[src/rtl/spi_slave_multi_if.sv]
// spi_slave_multi_if
//   Bundles the per-channel SPI pins and the receive-side status of
//   spi_slave_multi.
//   sck, ssel, mosi  : SPI pins from the master, one bit per channel
//   miso             : SPI data back to the master, one bit per channel
//   tx_data          : word returned to the master, channel c = [c*DW +: DW]
//   rx_data          : last good received word per channel, held
//   rx_valid, rx_err : one-cycle strobes for a good or rejected frame
//   busy             : channel is inside a frame
//   frame_cnt        : good-frame counters, 16 bits per channel, wrapping
//   err_cnt          : rejected-frame counters, 16 bits per channel, saturating
interface spi_slave_multi_if #(
    parameter int NCH = 2,
    parameter int DW  = 32
);
    logic [NCH-1:0]    sck;
    logic [NCH-1:0]    ssel;
    logic [NCH-1:0]    mosi;
    logic [NCH-1:0]    miso;
    logic [NCH*DW-1:0] tx_data;
    logic [NCH*DW-1:0] rx_data;
    logic [NCH-1:0]    rx_valid;
    logic [NCH-1:0]    rx_err;
    logic [NCH-1:0]    busy;
    logic [NCH*16-1:0] frame_cnt;
    logic [NCH*16-1:0] err_cnt;

    modport slave (
        input  sck, ssel, mosi, tx_data,
        output miso, rx_data, rx_valid, rx_err, busy, frame_cnt, err_cnt
    );

    modport master (
        output sck, ssel, mosi, tx_data,
        input  miso, rx_data, rx_valid, rx_err, busy, frame_cnt, err_cnt
    );
endinterface

[src/rtl/spi_slave_multi.sv]
// spi_slave_multi
//   NCH independent mode-0 SPI slaves. All SPI pins are oversampled in the
//   clk domain; each channel checks frame length and SCK inactivity, and
//   publishes good DW-bit words (MSB first) as held data with a one-cycle
//   valid strobe. Malformed or timed-out frames only raise rx_err.
//   clk   : system clock, all logic on posedge
//   reset : synchronous, active low
//   bus   : spi_slave_multi_if slave modport (pins, tx/rx words, status)
module spi_slave_multi #(
    parameter int NCH     = 2,
    parameter int DW      = 32,
    parameter int SYNC    = 3,
    parameter int TIMEOUT = 1024
) (
    input logic              clk,
    input logic              reset,
    spi_slave_multi_if.slave bus
);

    localparam int BW = $clog2(DW + 2);
    localparam int TW = $clog2(TIMEOUT + 1);

    localparam logic [BW-1:0] BIT_FULL = BW'(DW);
    localparam logic [BW-1:0] BIT_SAT  = BW'(DW + 1);
    localparam logic [TW-1:0] TMO_LAST = TW'(TIMEOUT - 1);

    localparam logic [1:0] WAIT_HI = 2'd0;
    localparam logic [1:0] IDLE    = 2'd1;
    localparam logic [1:0] ACTIVE  = 2'd2;

    logic [SYNC-1:0]         sck_s  [NCH];
    logic [SYNC-1:0]         ssel_s [NCH];
    logic [SYNC-1:0]         mosi_s [NCH];
    logic [1:0]              state  [NCH];
    logic [DW-1:0]           rx_shift [NCH];
    logic [DW-1:0]           tx_shift [NCH];
    logic [BW-1:0]           bit_cnt  [NCH];
    logic [TW-1:0]           tmo      [NCH];
    logic [NCH-1:0][DW-1:0]  rx_data_q;
    logic [NCH-1:0][15:0]    fcnt;
    logic [NCH-1:0][15:0]    ecnt;
    logic [NCH-1:0]          miso_q;
    logic [NCH-1:0]          rx_valid_q;
    logic [NCH-1:0]          rx_err_q;
    logic [NCH-1:0]          busy_q;

    logic [NCH-1:0] sck_rise, sck_fall, ssel_rise, ssel_fall, ssel_now, mosi_now;

    // Edges compare the two oldest synchroniser stages; the newer of the
    // two is the current synchronised level.
    always_comb begin
        for (int unsigned c = 0; c < NCH; c++) begin
            sck_rise[c]  =  sck_s[c][SYNC-2]  & ~sck_s[c][SYNC-1];
            sck_fall[c]  = ~sck_s[c][SYNC-2]  &  sck_s[c][SYNC-1];
            ssel_rise[c] =  ssel_s[c][SYNC-2] & ~ssel_s[c][SYNC-1];
            ssel_fall[c] = ~ssel_s[c][SYNC-2] &  ssel_s[c][SYNC-1];
            ssel_now[c]  =  ssel_s[c][SYNC-2];
            mosi_now[c]  =  mosi_s[c][SYNC-2];
        end
    end

    always_ff @(posedge clk) begin
        if (!reset) begin
            for (int unsigned c = 0; c < NCH; c++) begin
                sck_s[c]    <= '0;
                ssel_s[c]   <= '0;
                mosi_s[c]   <= '0;
                state[c]    <= WAIT_HI;
                rx_shift[c] <= '0;
                tx_shift[c] <= '0;
                bit_cnt[c]  <= '0;
                tmo[c]      <= '0;
            end
            rx_data_q  <= '0;
            fcnt       <= '0;
            ecnt       <= '0;
            miso_q     <= '0;
            rx_valid_q <= '0;
            rx_err_q   <= '0;
            busy_q     <= '0;
        end else begin
            for (int unsigned c = 0; c < NCH; c++) begin
                sck_s[c]  <= {sck_s[c][SYNC-2:0],  bus.sck[c]};
                ssel_s[c] <= {ssel_s[c][SYNC-2:0], bus.ssel[c]};
                mosi_s[c] <= {mosi_s[c][SYNC-2:0], bus.mosi[c]};
                rx_valid_q[c] <= 1'b0;
                rx_err_q[c]   <= 1'b0;

                case (state[c])
                    WAIT_HI: begin
                        miso_q[c] <= 1'b0;
                        busy_q[c] <= 1'b0;
                        if (ssel_now[c]) state[c] <= IDLE;
                    end

                    IDLE: begin
                        miso_q[c] <= 1'b0;
                        busy_q[c] <= 1'b0;
                        if (ssel_fall[c]) begin
                            tx_shift[c] <= bus.tx_data[c*DW +: DW];
                            miso_q[c]   <= bus.tx_data[c*DW + DW - 1];
                            bit_cnt[c]  <= '0;
                            tmo[c]      <= '0;
                            busy_q[c]   <= 1'b1;
                            state[c]    <= ACTIVE;
                        end
                    end

                    ACTIVE: begin
                        // Priority: ssel rise, then sck edges, then timeout.
                        if (ssel_rise[c]) begin
                            miso_q[c] <= 1'b0;
                            busy_q[c] <= 1'b0;
                            state[c]  <= IDLE;
                            if (bit_cnt[c] == BIT_FULL) begin
                                rx_data_q[c]  <= rx_shift[c];
                                rx_valid_q[c] <= 1'b1;
                                fcnt[c]       <= fcnt[c] + 16'd1;
                            end else begin
                                rx_err_q[c] <= 1'b1;
                                if (ecnt[c] != 16'hFFFF) ecnt[c] <= ecnt[c] + 16'd1;
                            end
                        end else if (sck_rise[c]) begin
                            rx_shift[c] <= {rx_shift[c][DW-2:0], mosi_now[c]};
                            if (bit_cnt[c] != BIT_SAT) bit_cnt[c] <= bit_cnt[c] + 1'b1;
                            tmo[c] <= '0;
                        end else if (sck_fall[c]) begin
                            // Zeros shift in behind the word, so miso idles
                            // low once the last bit has gone out.
                            tx_shift[c] <= {tx_shift[c][DW-2:0], 1'b0};
                            miso_q[c]   <= tx_shift[c][DW-2];
                            tmo[c]      <= '0;
                        end else if (tmo[c] == TMO_LAST) begin
                            rx_err_q[c] <= 1'b1;
                            if (ecnt[c] != 16'hFFFF) ecnt[c] <= ecnt[c] + 16'd1;
                            miso_q[c] <= 1'b0;
                            busy_q[c] <= 1'b0;
                            state[c]  <= WAIT_HI;
                        end else begin
                            tmo[c] <= tmo[c] + 1'b1;
                        end
                    end

                    default: begin
                        miso_q[c] <= 1'b0;
                        busy_q[c] <= 1'b0;
                        state[c]  <= WAIT_HI;
                    end
                endcase
            end
        end
    end

    assign bus.miso      = miso_q;
    assign bus.rx_data   = rx_data_q;
    assign bus.rx_valid  = rx_valid_q;
    assign bus.rx_err    = rx_err_q;
    assign bus.busy      = busy_q;
    assign bus.frame_cnt = fcnt;
    assign bus.err_cnt   = ecnt;

endmodule
[src/flat_wrapper.sv]
// flat-port wrapper written by rule: the top's interface ports become plain ports
module spi_slave_multi_flat 
#(
    parameter int NCH     = 2,
    parameter int DW      = 32,
    parameter int SYNC    = 3,
    parameter int TIMEOUT = 1024
)
  (clk, reset, bus_sck, bus_ssel, bus_mosi, bus_tx_data, bus_miso, bus_rx_data, bus_rx_valid, bus_rx_err, bus_busy, bus_frame_cnt, bus_err_cnt);
  spi_slave_multi_if #(.NCH(NCH), .DW(DW)) bus_i ();
  input logic clk;
  input logic reset;
  input wire logic [$bits(bus_i.sck)-1:0] bus_sck;
  input wire logic [$bits(bus_i.ssel)-1:0] bus_ssel;
  input wire logic [$bits(bus_i.mosi)-1:0] bus_mosi;
  input wire logic [$bits(bus_i.tx_data)-1:0] bus_tx_data;
  output wire logic [$bits(bus_i.miso)-1:0] bus_miso;
  output wire logic [$bits(bus_i.rx_data)-1:0] bus_rx_data;
  output wire logic [$bits(bus_i.rx_valid)-1:0] bus_rx_valid;
  output wire logic [$bits(bus_i.rx_err)-1:0] bus_rx_err;
  output wire logic [$bits(bus_i.busy)-1:0] bus_busy;
  output wire logic [$bits(bus_i.frame_cnt)-1:0] bus_frame_cnt;
  output wire logic [$bits(bus_i.err_cnt)-1:0] bus_err_cnt;
  assign bus_i.sck = bus_sck;
  assign bus_i.ssel = bus_ssel;
  assign bus_i.mosi = bus_mosi;
  assign bus_i.tx_data = bus_tx_data;
  assign bus_miso = bus_i.miso;
  assign bus_rx_data = bus_i.rx_data;
  assign bus_rx_valid = bus_i.rx_valid;
  assign bus_rx_err = bus_i.rx_err;
  assign bus_busy = bus_i.busy;
  assign bus_frame_cnt = bus_i.frame_cnt;
  assign bus_err_cnt = bus_i.err_cnt;
  spi_slave_multi #(.NCH(NCH), .DW(DW), .SYNC(SYNC), .TIMEOUT(TIMEOUT)) u_core (.clk(clk), .reset(reset), .bus(bus_i));
endmodule
[config.mk]
export PLATFORM = sky130hd
export DESIGN_NAME = spi_slave_multi_flat
export DESIGN_NICKNAME = d
export VERILOG_FILES = /design/src/rtl/spi_slave_multi_if.sv /design/src/rtl/spi_slave_multi.sv /design/src/flat_wrapper.sv
export SDC_FILE = /design/constraint.sdc
export NUM_CORES = 1
export LEC_CHECK = 0
export ABC_AREA = 1
export BUFFER_PORTS_ARGS = -buffer_cell sky130_fd_sc_hd__buf_4
export CAP_MARGIN = 5
export CORE_MARGIN = 2
export CORE_UTILIZATION = 52
export CTS_CLUSTER_SIZE = 25
export DETAILED_ROUTE_END_ITERATION = 6
export GPL_ROUTABILITY_DRIVEN = 0
export PLACE_DENSITY = 0.74
export RECOVER_POWER = 50
export SLEW_MARGIN = 10
export SYNTH_ARGS = -nofsm -noshare
export SYNTH_HDL_FRONTEND = slang
export SYNTH_SLANG_ARGS = --single-unit
[constraint.sdc]
create_clock -name clk -period 2.5 [get_ports clk]
set_input_delay 0 -clock clk [delete_from_list [all_inputs] [get_ports clk]]
set_output_delay 0 -clock clk [all_outputs]
set_load 0.005 [all_outputs]
==> impl_metrics.env <==
export IMPL_ys_warn_count=0
export IMPL_hold_path_endpoint="u_core.mosi_s[0][3]"
export IMPL_worst_slew_pin_slew_ns=1.17
export IMPL_die_w_um=171
export IMPL_via_count=12100
export IMPL_max_cap_violations=0
export IMPL_finalMaxSlewViolations=0
export IMPL_power_share_sequential=0.495
export IMPL_relSlewSlack=0.220
export IMPL_ys_seq_area_frac=0.551
export IMPL_portBuffers=207
export IMPL_finalHoldWorstSlack_ns=0.217
export IMPL_postRouteAntennaNets=0
export IMPL_max_clock_path_buffers=3
export IMPL_share_of_layout_cells_above_drive_strength_1=0.133
export IMPL_swShare=0.213
export IMPL_viasPerCell=5.08
export IMPL_first_global_vias=11600
export IMPL_power_density_mw_per_mm2=635
export IMPL_switching_power_mw=2.43
export IMPL_worst_path_max_delay_cell="edfxtp_1"
export IMPL_crit_path_end_kind="flip-flop"
export IMPL_finalSetupTns_ns=0
export IMPL_drt_iter0_drc=900
export IMPL_power_leakage_nw=7.56
export IMPL_p_int_mw=9.00
export IMPL_number_of_i_o_pins=208
export IMPL_post_dp_hpwl_mm=21.3
export IMPL_antenna_cells_inserted=0
export IMPL_crit_path_max_incr_delay_ns=0.38
export IMPL_worst_ep_arrival_time_ns=2.55
export IMPL_grt_usage=0.228
export IMPL_h_tree_lvl_count=2
export IMPL_crit_path_start_kind="flip-flop"
export IMPL_layout_core_utilization=0.653
export IMPL_max_clock_freq_mhz=438
export IMPL_ir_worst_vdd_mv=0.591
export IMPL_synthesis_area_sq_mm=0.0145
export IMPL_grt_pass1_wl_mm=54.8
export IMPL_final_period_utilization=0.914
export IMPL_hold_viol=0
export IMPL_rsz0062_at_grt="no"
export IMPL_area_growth_synth_to_final_pct=24.4
export IMPL_crit_chain="inv_1 > ha_1 > nand2_1 > nor2_1 > clkinv_1 > nor2_2 > inv_2 > nand3_4 > nand2_1 > inv_1"
export IMPL_fin_ws_ns=0.216
export IMPL_timing_reg2reg_worst_path_depth=10
export IMPL_syn_inst=1713
export IMPL_firstDrtPassIters=5
export IMPL_worstPathMaxFanout=31
export IMPL_synthesis_area_per_instance_sq_um=8.44
export IMPL_worst_ep_required_time_ns=2.77
export IMPL_synth_lib_cells_used_distinct=42
export IMPL_clk_pin_slew_ns=0.06
export IMPL_setup_violations_final=0
export IMPL_cts_root_buf="clkbuf_16"
export IMPL_wire_per_inst_um=14.1
export IMPL_source_to_sink_clock_delay_at_the_later_pin_of_the_worst_skew_pair_ns=0.51
export IMPL_worstReg2RegStart="u_core.state[0][0]"
export IMPL_postPlaceCellArea_sq_mm=0.0163
export IMPL_core_rowCount=61
export IMPL_floorplan_initialDensity=0.525
export IMPL_final_period_minus_worst_setup_slack_ns=2.28
export IMPL_clock_network_fraction_of_total_power=0.456
export IMPL_number_of_antenna_violations_at_the_first_check_in_global_routing=0
export IMPL_hp_start="bus_mosi[1]"
export IMPL_post_layout_total_power_mw=11.4
export IMPL_grt_start_max_net_pins=112
export IMPL_hold_depth=4
export IMPL_fin_cells=2381
export IMPL_yosys_register_bits=316
export IMPL_cts_num_sinks=316
export IMPL_floorplan_die_area_sq_mm=0.0291
export IMPL_placement_setup_worst_slack_ns=-0.0463
export IMPL_grt_overflow_total=0
export IMPL_hp_class="input port to flip-flop"
export IMPL_final_non_filler_cell_area_sq_mm=0.0180
export IMPL_rrSetupSlack_ns=0.22
export IMPL_postRouteWirelength_mm=33.5
export IMPL_tritoncts="done"
export IMPL_numPlacedInstances=2247
export IMPL_power_share_combinational=0.049
export IMPL_cts_buffers=35
export IMPL_clock_skew_final_ns=0.0125
export IMPL_synthesis_nets=1805
export IMPL_result_of_the_run="finished clean"
export IMPL_r2r_end="u_core.tx_shift[0][2]"
export IMPL_core_area_sq_mm=0.0276
export IMPL_drc_violations=0
export IMPL_final_net_count=2070
export IMPL_worstSetupPathType="flip-flop to flip-flop"
export IMPL_floorplan_die_height_um=171
## critical path: cells and delay by family, from the launching register on
family | cells | cell delay, ns
buffers and inverters | 4 | 0.59
flip-flops | 1 | 0.38
adder cells (fa/ha/maj) | 1 | 0.25
AND/OR/NAND/NOR | 5 | 0.81
## registers in the layout, indices dropped and copies added, names as in the netlist
name,flops
u_core.mosi_s,4
u_core.rx_shift,64
u_core.bus.rx_valid,2
u_core.sck_s,6
u_core.bus.rx_err,2
u_core.bus.frame_cnt,32
u_core.state,4
u_core.bus.busy,2
u_core.bus.rx_data,64
u_core.bit_cnt,12
u_core.tx_shift,62
u_core.ssel_s,6
u_core.bus.err_cnt,32
u_core.tmo,22
u_core.bus.miso,2
## cell usage after synthesis, drive strengths merged
cell    count  share of area
edfxtp    163           0.34
a21oi     132          0.046
o21ai     114          0.041
o211a       2         0.0014
nor2      198          0.056
or2         2        0.00087
buf        48          0.021
o21a        1        0.00052
a21boi      3         0.0016
nand3     109          0.040
dfxtp     153           0.21
xnor2      13         0.0079
and2        2        0.00087
clkinv      1        0.00026
ha         20          0.017
nor3b       5         0.0026
nor2b       1        0.00043
nand3b      2         0.0010
o311a       1        0.00069
inv       210          0.055
nand2     443           0.12
a31oi       1        0.00043
xor2       22          0.013
o21bai      2         0.0010
nor3       15         0.0063
nand4      27          0.012
clkbuf     22         0.0059
and3        1        0.00043
## how the worst max path moves through the flow
| stage | startpoint | endpoint | slack (ns) |
|---|---|---|---|
| CTS | u_core.state[0][0] | u_core.tx_shift[0][2] | 0.20 |
| global route | u_core.state[0][0] | u_core.tx_shift[0][22] | 0.04 |
| detailed placement | u_core.state[0][0] | u_core.tx_shift[0][2] | -0.05 |
| finish | u_core.state[0][0] | u_core.tx_shift[0][2] | 0.22 |
| global placement | u_core.state[0][0] | u_core.tx_shift[0][14] | 0.09 |
| floorplan | u_core.state[1][1] | u_core.tx_shift[1][10] | 0.40 |
## placed cells by master (no fill, tap or decap), types with 3 or more instances in the layout
cell type	count
buf_4	82
nand4_1	27
clkbuf_8	3
dlygate4sd3_1	72
clkbuf_4	98
dfxtp_1	153
nor3_1	15
a21oi_1	132
nand2_2	6
edfxtp_1	163
inv_2	4
nand2_1	436
clkbuf_1	52
ha_1	20
nand3_4	3
bufinv_16	4
a21boi_0	3
nand3_1	106
nor2_2	7
xnor2_1	13
nor2_4	5
buf_12	4
clkbuf_16	36
xor2_1	22
inv_1	206
nor2_1	186
clkinv_2	4
nor3b_1	5
o21ai_0	112
## kinds of logic (layout without fill, tap and decap cells)
group / after synthesis / after routing / share of synthesized area
buffers and inverters: 281 / 571 / 0.0812
AO/OA/AOI/OAI: 256 / 256 / 0.0924
AND/OR/NAND/NOR: 805 / 805 / 0.237
flip-flops: 316 / 316 / 0.551
XOR/XNOR: 35 / 35 / 0.0212
adder cells (fa/ha/maj): 20 / 20 / 0.0173
## final cells by class
cell class                 count  area [sq um]
tap                          378           473
inverter                     211           792
timing repair buffer         298          2310
clock inverter                12           179
clock buffer                  50           983
sequential                   316          7960
multi-input combinational   1116          5290
fill                        2302          9560
## what timing repair did
action | in CTS | in global routing
setup buffers | 0 | 0
pin swaps | 0 | 1
hold endpoints to repair | 74 | 0
resized for setup | 1 | 0
hold buffers | 72 | 0
setup endpoints to repair | 30 | 1
## power by group through the flow
stage	Sequential (mW)	Combinational (mW)	Clock [mW]
after floorplan	5.75	0.281	0
after global placement	5.76	0.464	0
after detailed placement	5.76	0.475	0
after CTS	5.65	0.567	5.30
after global routing	5.67	0.619	5.51
final	5.66	0.559	5.21
## metal layers
layer  global-route usage  up-vias  wire length, um
met1                0.281     5630            14100
met3               0.0555       80             1960
met2                0.388      299            16500
met4               0.0832        0              986
li1                     -     6077                -
met5                    0        -                0
(Power assumes the default switching activity.)
